===== src/rtl/exhaustive_stim_capture.sv =====
// Exhaustive stimulus sequencer and response-capture stage.
// Sweeps every N_IN-bit pattern in ascending order into a single-output DUT.
// Each pattern's response is captured after a programmable settle time into a
// truth-table bitmap, a ones counter and a MISR signature.
module exhaustive_stim_capture #(
  parameter int unsigned        N_IN      = 5,
  parameter int unsigned        SETTLE    = 1,
  parameter int unsigned        MISR_W    = 16,
  parameter logic [MISR_W-1:0]  MISR_POLY = 16'h1021
) (
  input  logic              CK,
  input  logic              reset,
  input  logic              start,
  output logic [N_IN-1:0]   pattern_out,
  input  logic              dut_resp,
  output logic              busy,
  output logic              done,
  input  logic [N_IN-1:0]   rd_addr,
  output logic              rd_data,
  output logic [N_IN:0]     ones_count,
  output logic [MISR_W-1:0] signature
);

  localparam int unsigned DEPTH = 1 << N_IN;
  localparam int unsigned CNT_W = 4;
  localparam int unsigned ONES_W = N_IN + 1;
  localparam logic [CNT_W-1:0] SETTLE_INIT = CNT_W'(SETTLE);

  localparam logic [1:0] ST_IDLE = 2'd0;
  localparam logic [1:0] ST_WAIT = 2'd1;
  localparam logic [1:0] ST_DONE = 2'd2;

  logic [1:0]        state;
  logic [1:0]        state_d;
  logic [CNT_W-1:0]  settle_cnt;
  logic [CNT_W-1:0]  settle_cnt_d;
  logic [N_IN-1:0]   pattern_d;
  logic [ONES_W-1:0] ones_d;
  logic [MISR_W-1:0] sig_d;
  logic              busy_d;
  logic              done_d;
  logic [DEPTH-1:0]  bitmap;

  logic              sample_c;
  logic              last_c;
  logic [MISR_W-1:0] misr_next_c;

  // Sample edge: settle time for the current pattern has elapsed.
  always_comb begin
    sample_c    = (state == ST_WAIT) && (settle_cnt == '0);
    last_c      = (pattern_out == {N_IN{1'b1}});
    misr_next_c = {signature[MISR_W-2:0], 1'b0}
                ^ (signature[MISR_W-1] ? MISR_POLY : {MISR_W{1'b0}})
                ^ MISR_W'(dut_resp);
  end

  // Next-state and next-output logic for the sweep sequencer.
  always_comb begin
    state_d      = state;
    settle_cnt_d = settle_cnt;
    pattern_d    = pattern_out;
    ones_d       = ones_count;
    sig_d        = signature;
    busy_d       = busy;
    done_d       = done;

    case (state)
      ST_IDLE, ST_DONE: begin
        if (start) begin
          state_d      = ST_WAIT;
          pattern_d    = '0;
          settle_cnt_d = SETTLE_INIT;
          ones_d       = '0;
          sig_d        = '0;
          busy_d       = 1'b1;
          done_d       = 1'b0;
        end
      end
      ST_WAIT: begin
        if (settle_cnt != '0) begin
          settle_cnt_d = settle_cnt - 1'b1;
        end else begin
          ones_d = ones_count + ONES_W'(dut_resp);
          sig_d  = misr_next_c;
          if (last_c) begin
            // Final pattern: hold all-ones rather than wrapping.
            state_d = ST_DONE;
            busy_d  = 1'b0;
            done_d  = 1'b1;
          end else begin
            pattern_d    = pattern_out + 1'b1;
            settle_cnt_d = SETTLE_INIT;
          end
        end
      end
      default: begin
        state_d = ST_IDLE;
        busy_d  = 1'b0;
        done_d  = 1'b0;
      end
    endcase
  end

  // Sequencer state and result registers.
  always_ff @(posedge CK) begin
    if (reset) begin
      state       <= ST_IDLE;
      settle_cnt  <= '0;
      pattern_out <= '0;
      ones_count  <= '0;
      signature   <= '0;
      busy        <= 1'b0;
      done        <= 1'b0;
    end else begin
      state       <= state_d;
      settle_cnt  <= settle_cnt_d;
      pattern_out <= pattern_d;
      ones_count  <= ones_d;
      signature   <= sig_d;
      busy        <= busy_d;
      done        <= done_d;
    end
  end

  // Truth-table bitmap; no clear on start since a sweep rewrites every entry.
  always_ff @(posedge CK) begin
    if (reset) begin
      bitmap <= '0;
    end else if (sample_c) begin
      bitmap[pattern_out] <= dut_resp;
    end
  end

  // Registered read port; a same-edge write is seen on the following read.
  always_ff @(posedge CK) begin
    if (reset) begin
      rd_data <= 1'b0;
    end else begin
      rd_data <= bitmap[rd_addr];
    end
  end

endmodule


===== config.mk =====
export PLATFORM = sky130hd
export DESIGN_NAME = exhaustive_stim_capture
export DESIGN_NICKNAME = d
export VERILOG_FILES = /design/src/rtl/exhaustive_stim_capture.sv
export SDC_FILE = /design/constraint.sdc
export NUM_CORES = 1
export LEC_CHECK = 0
export CAP_MARGIN = 10
export CELL_PAD_IN_SITES_DETAIL_PLACEMENT = 0
export CELL_PAD_IN_SITES_GLOBAL_PLACEMENT = 1
export CORE_UTILIZATION = 46
export CTS_CLUSTER_SIZE = 12
export DETAILED_ROUTE_END_ITERATION = 10
export PLACE_DENSITY_LB_ADDON = 0.1
export REMOVE_ABC_BUFFERS = 1
export SYNTH_ARGS = -nofsm -noshare
export SYNTH_HDL_FRONTEND = slang
export SYNTH_SLANG_ARGS = --single-unit

===== constraint.sdc =====
create_clock -name CK -period 3.5 [get_ports CK]
set_clock_uncertainty 0.05 [all_clocks]
set_input_delay 0.35 -clock CK [delete_from_list [all_inputs] [get_ports CK]]
set_output_delay 0.35 -clock CK [all_outputs]
set_load 0.005 [all_outputs]

==> impl_metrics.tcl, run 1 <==
set metrics [dict create \
    min_from "signature[12]" \
    min_period_ns 2.55 \
    regToRegSetupSlack_ns 0.95 \
    cts_htree_levels 3 \
    drt.antenna.violating_nets 0 \
    synthToLayoutAreaGrowth_pct 18.7 \
    layout.nets 398 \
    post_cts_resize_count 0 \
    gp_congestion 0.747 \
    synth_seq_area_share 0.413 \
    grt_overflow 0 \
    ys_seq_elements 67 \
    timing.fmax_mhz 392 \
    regToRegEndpoint "settle_cnt[3]" \
    numClockSinks 67 \
    holdPathStages 2 \
    avgSynthCellArea_um2 9.00 \
    hold_path_end "signature[12]" \
    post_cts_buffers 0 \
    clockRootBuffer "clkbuf_8" \
    rr_worst_depth 7 \
    die_y_um 86.0 \
    max_cap_viol_count 0 \
    finalSetupViolCount 0 \
    rows 30 \
    grt_pass1_wl_um 12500 \
    grt_max_degree 54 \
    antenna_found_initial 0 \
    antenna_cells 0 \
    synth_edf_count 0 \
    pin_count 39 \
    required_ns 3.72 \
    start_util 0.478 \
    ys.flop_type "dfxtp_1" \
    remaining_drc_errors 0 \
    rsz0062_at_grt "false" \
    r2r-start "pattern_out[0]" \
    clkSlewWorstSetupHoldPaths_ns 0.07 \
    grt_pass1_vias 2495 \
    firstDrtPassIters 6 \
    finalHoldViolCount 0 \
    outcome "finished, final reports clean" \
    yosys-top-cells-area "dfxtp_1, mux2i_1, nand4_1" \
    cp.arrival_ns 2.77 \
    drive_gt1_frac 0.0883 \
    tightest_slew_ns 0.772 \
    slew_headroom 0.485 \
    final_util 0.567 \
    wirelength_um 7510 \
    synth_warnings 0 \
    clk_latency_ns 0.34 \
    yosysUniqueCellTypes 40 \
    async_flop_share 0 \
    hold_path.class "reg2reg" \
    cts_max_path_buffers 2 \
    drt-wirelength-per-cell_um 15.6 \
    slew_viol_final 0 \
    die_area_um2 7400 \
    postSynthCellCount 361 \
    port_buffers 38 \
    viasPerCell 5.62 \
    critPathLaunchType "flop" \
    cp-end-kind "flop" \
    place_hpwl_um 4750 \
    vias 2705 \
    netlist_area_um2 3250 \
    synth_top_area_cell "dfxtp_1" \
    path_max_fanout 12 \
    grt_use_total 0.218 \
    cts_tree "done" \
    synth_top_area_frac 0.413 \
    critPathKind "reg2reg" \
    core_um2 6790 \
    final_cell_area_um2 3850 \
    dpl_cell_area_um2 3640 \
    cts-buffers-inserted 9 \
    ir_drop_v 0.000231 \
    powerDensity_nw_per_um2 416 \
    total_leakage_power_nw 1.55 \
    fin_crit_sh 0.729 \
    die_width_um 86.0 \
    holdBufCountCts 0 \
    drt-initial-drc-count 179 \
]
-- cell usage after synthesis (4+ instances only) --
cell      instances
or4_1             5
nand4_1          32
nand2_1          21
mux2i_1          34
buf_2             7
buf_1             4
nor2_1           37
mux4_2            7
nand2b_1          4
nand3_1          20
a21oi_1          31
dfxtp_1          67
o31ai_1           4
ha_1              9
clkbuf_1         21
or3_1             5
o21ai_0           6
inv_1             8
-- area by class of cell --
| cell class | instances | area [um2] |
|---|---|---|
| inverter | 8 | 30.0 |
| fill | 641 | 2940 |
| multi-input combinational | 251 | 1740 |
| clock buffer | 16 | 210 |
| timing repair buffer | 43 | 413 |
| sequential | 67 | 1340 |
| tap | 96 | 120 |
-- flip-flops by register name (all words and copies together) (netlist names) --
signal / cells
busy: 1
done: 1
rd_data: 1
state: 1
signature: 16
pattern_out: 5
bitmap: 32
settle_cnt: 4
ones_count: 6
-- how the worst max path moves through the flow --
| stage | endpoint | depth (start not counted) | start | slack (ns) |
|---|---|---|---|---|
| 2_1_floorplan | ones_count[5] | 4 | state[0] | -0.29 |
| 3_3_place_gp | settle_cnt[3] | 7 | pattern_out[0] | 1.03 |
| 3_5_place_dp | settle_cnt[3] | 7 | pattern_out[0] | 0.99 |
| 4_1_cts | settle_cnt[3] | 7 | pattern_out[0] | 0.96 |
| 5_1_grt | settle_cnt[2] | 7 | pattern_out[0] | 0.65 |
| 6_report | settle_cnt[3] | 7 | pattern_out[0] | 0.95 |
-- power breakdown --
group | leakage, nW | switching (W) | internal (W) | total [W]
clock network | 0.109 | 0.000282 | 0.000375 | 0.000657
registers | 0.541 | 0.00000779 | 0.000771 | 0.000779
logic | 0.903 | 0.000116 | 0.0000514 | 0.000167
-- metal layers --
| layer | global-route usage | part of all wire | vias to the layer above |
|---|---|---|---|
| met3 | 0.0356 | 0.025 | 9 |
| met2 | 0.332 | 0.47 | 37 |
| met1 | 0.304 | 0.49 | 1316 |
| li1 | - | - | 1343 |
| met5 | 0 | 0 | - |
| met4 | 0.0955 | 0.015 | 0 |
-- per-stage QoR --
stage / setup slack (ns) / TNS [ns] / hold slack [ns] / total power [W] / std cells
after floorplan: -0.293 / -1.52 / 0.369 / 0.000882 / 326
after global placement: 1.03 / 0 / 0.406 / 0.000963 / 465
after detailed placement: 0.989 / 0 / 0.412 / 0.000963 / 465
after CTS: 0.962 / 0 / 0.422 / 0.00162 / 481
after global routing: 0.653 / 0 / 0.443 / 0.00167 / 481
final: 0.950 / 0 / 0.420 / 0.00160 / 481
-- cell usage in the layout (no fill, tap or decap), drive strengths merged, types with 2 or more instances in the layout --
| cell | instances |
|---|---|
| mux2i | 34 |
| xor2 | 3 |
| nor3 | 3 |
| inv | 8 |
| nand4 | 32 |
| nand2 | 21 |
| mux2 | 3 |
| nand3 | 20 |
| clkdlybuf4s50 | 37 |
| nand2b | 4 |
| mux4 | 7 |
| or4 | 5 |
| ha | 9 |
| or3 | 5 |
| nor2 | 37 |
| o21ai | 6 |
| o211ai | 3 |
| dfxtp | 67 |
| o31ai | 4 |
| clkbuf | 16 |
| nor2b | 2 |
| and3 | 2 |
| nand4b | 2 |
| and3b | 3 |
| a21oi | 32 |
| nor3b | 4 |
| buf | 6 |
-- kinds of logic after synthesis --
family | Yosys count | synth area share
adders and majority gates | 9 | 0.0347
xor gates and xnor gates | 3 | 0.00809
DFF | 67 | 0.413
and+or+nand+nor | 141 | 0.230
buffers and inverters | 43 | 0.0535
muxes | 44 | 0.164
AOI/OAI and AO/OA | 54 | 0.0971
-- critical path, cell delays in order, from the launching register on --
cell and delay, ns:
dfxtp_1 0.43, ha_1 0.42, and3_1 0.21, ha_1 0.34, nor4bb_1 0.49, o21a_1 0.29
o21ai_0 0.12, a21oi_1 0.13
Note: power is estimated with default switching activity, not from simulation.
==> run 2, diff against run 1 <==
CORE_UTILIZATION = 42   (was 46)
clock period = 2.35 ns   (was 3.5 ns; I/O delays follow)
==> impl_metrics.tcl, run 2 (same netlist as run 1, synthesis figures left out) <==
set metrics [dict create \
    outcome "finished, final reports clean" \
    remaining_drc_errors 0 \
    path_max_fanout 7 \
    drt.antenna.violating_nets 0 \
    multiInputGateArea_um2 1750 \
    total_leakage_power_nw 1.59 \
    critPathKind "reg2reg" \
    crit_chain "ha_1, and3_1, ha_1, nor4bb_2, o21a_1, o21ai_0, a21oi_1" \
    critPathLaunchType "flop" \
    die_area_um2 8090 \
    regToRegEndpoint "settle_cnt[3]" \
    fill_cells 699 \
    die_width_um 89.9 \
    antenna_cells 0 \
    p_total_w 0.00243 \
    core_um2 7370 \
    viasPerCell 5.53 \
    regToRegSetupSlack_ns 0.31 \
    cts_tree "done" \
    layout.nets 406 \
    drt-initial-drc-count 185 \
    hold_path.class "in2reg" \
    place_hpwl_um 5020 \
    drive_gt1_frac 0.112 \
    rr_worst_depth 7 \
    final_util 0.534 \
    synthToLayoutAreaGrowth_pct 21.2 \
    clockRootBuffer "clkbuf_8" \
    slowest_stage "dfxtp_1" \
    powerDensity_nw_per_um2 618 \
    grt_pass1_wl_um 12800 \
    required_ns 2.58 \
    grt_overflow 0 \
    max_cap_viol_count 0 \
    largest_register_ffs 32 \
    drt-wirelength-per-cell_um 15.7 \
    pin_count 39 \
    final_cell_mix "dfxtp_1, nor2_1, clkdlybuf4s50_1" \
    cts-buffers-inserted 9 \
    min_from "reset" \
    critPathMaxStageDelay_ns 0.45 \
    grt_use_total 0.198 \
    grt_pass1_vias 2507 \
    clkSlewWorstSetupHoldPaths_ns 0.08 \
    vias 2719 \
    finalSetupViolCount 0 \
    rsz0062_at_grt "false" \
    ir_drop_v 0.000316 \
    wirelength_um 7730 \
    r2r-start "pattern_out[1]" \
    die_y_um 89.9 \
    cp.arrival_ns 2.27 \
    seq_area_um2 1340 \
    final_common_cell "dfxtp_1" \
    grt_max_degree 55 \
    max_flop_register "bitmap" \
    crit_top_cell "ha_1" \
    antenna_found_initial 0 \
    fin_tns_setup_ns 0 \
    port_buffers 38 \
    start_util 0.441 \
    rows 31 \
    numClockSinks 67 \
    holdBufCountCts 0 \
    firstDrtPassIters 4 \
    hold_path_end "bitmap[1]" \
    timing.fmax_mhz 489 \
    cts_max_path_buffers 2 \
    holdPathStages 2 \
    clk_latency_ns 0.35 \
    slew_viol_final 0 \
    tightest_slew_ns 0.519 \
    finalHoldViolCount 0 \
    top_regs "bitmap x32, signature x16, ones_count x6" \
    fin_crit_sh 0.870 \
    cts_htree_levels 3 \
    slew_headroom 0.654 \
    cp-end-kind "flop" \
    min_period_ns 2.04 \
    gp_congestion 0.740 \
]
[run 2: changes by cell type in the layout (fill, tap and decap cells not counted), sizes merged]
| cell | before | now |
|---|---|---|
| buf | 6 | 14 |
| clkbuf | 16 | 10 |
| inv | 8 | 11 |
| clkinvlp | 0 | 2 |
| bufinv | 0 | 1 |
[run 2: worst max-delay path by stage]
| stage | from | slack, ns | to |
|---|---|---|---|
| after detailed placement | rd_addr[0] | 0.14 | rd_data |
| final | pattern_out[1] | 0.31 | settle_cnt[3] |
| after global placement | rd_addr[0] | 0.20 | rd_data |
| after CTS | pattern_out[1] | 0.25 | settle_cnt[3] |
| after global routing | pattern_out[0] | 0.14 | settle_cnt[3] |
| after floorplan | state[0] | -1.44 | ones_count[5] |
[run 2: metrics by stage]
stage	cell area [um2]	hold slack, ns	instances	setup WS, ns
after floorplan	3100	0.254	326	-1.44
after global placement	3720	0.410	476	0.203
after detailed placement	3720	0.413	476	0.143
after CTS	3930	0.199	492	0.252
after global routing	3940	0.206	492	0.143
final	3940	0.213	492	0.305
[run 2: power by group]
group	switching (W)	internal (W)	leakage (nW)
clock network	0.000482	0.000530	0.0999
logic	0.000176	0.0000868	0.949
registers	0.0000121	0.00115	0.541
total	0.000671	0.00176	1.59
[run 2: layout make-up]
type,count,share of cell area
clock buffers,10,0.0350
clock inverters,6,0.0181
inverters,8,0.00763
multi-input cells,251,0.444
flip-flops and latches,67,0.341
well taps,99,0.0315
repair buffers,51,0.123
[run 2: worst max-delay path: cells and delay by family (launching register included)]
kind | cells | cell delay [ns]
flops | 1 | 0.45
fa+ha+maj | 2 | 0.35
compound gates | 3 | 0.54
simple gates | 2 | 0.57
[run 2: layer usage]
layer / part of all wire / wire length (um) / GRT usage
met1: 0.48 / 3720 / 0.263
met2: 0.45 / 3500 / 0.311
met3: 0.053 / 411 / 0.0601
met4: 0.013 / 98 / 0.0605
met5: 0 / 0 / 0
[run 2: repair_timing]
item,4_1_cts,5_1_grt
buffers inserted,0,0
endpoints found under the setup margin,0,1
resized for setup,0,1
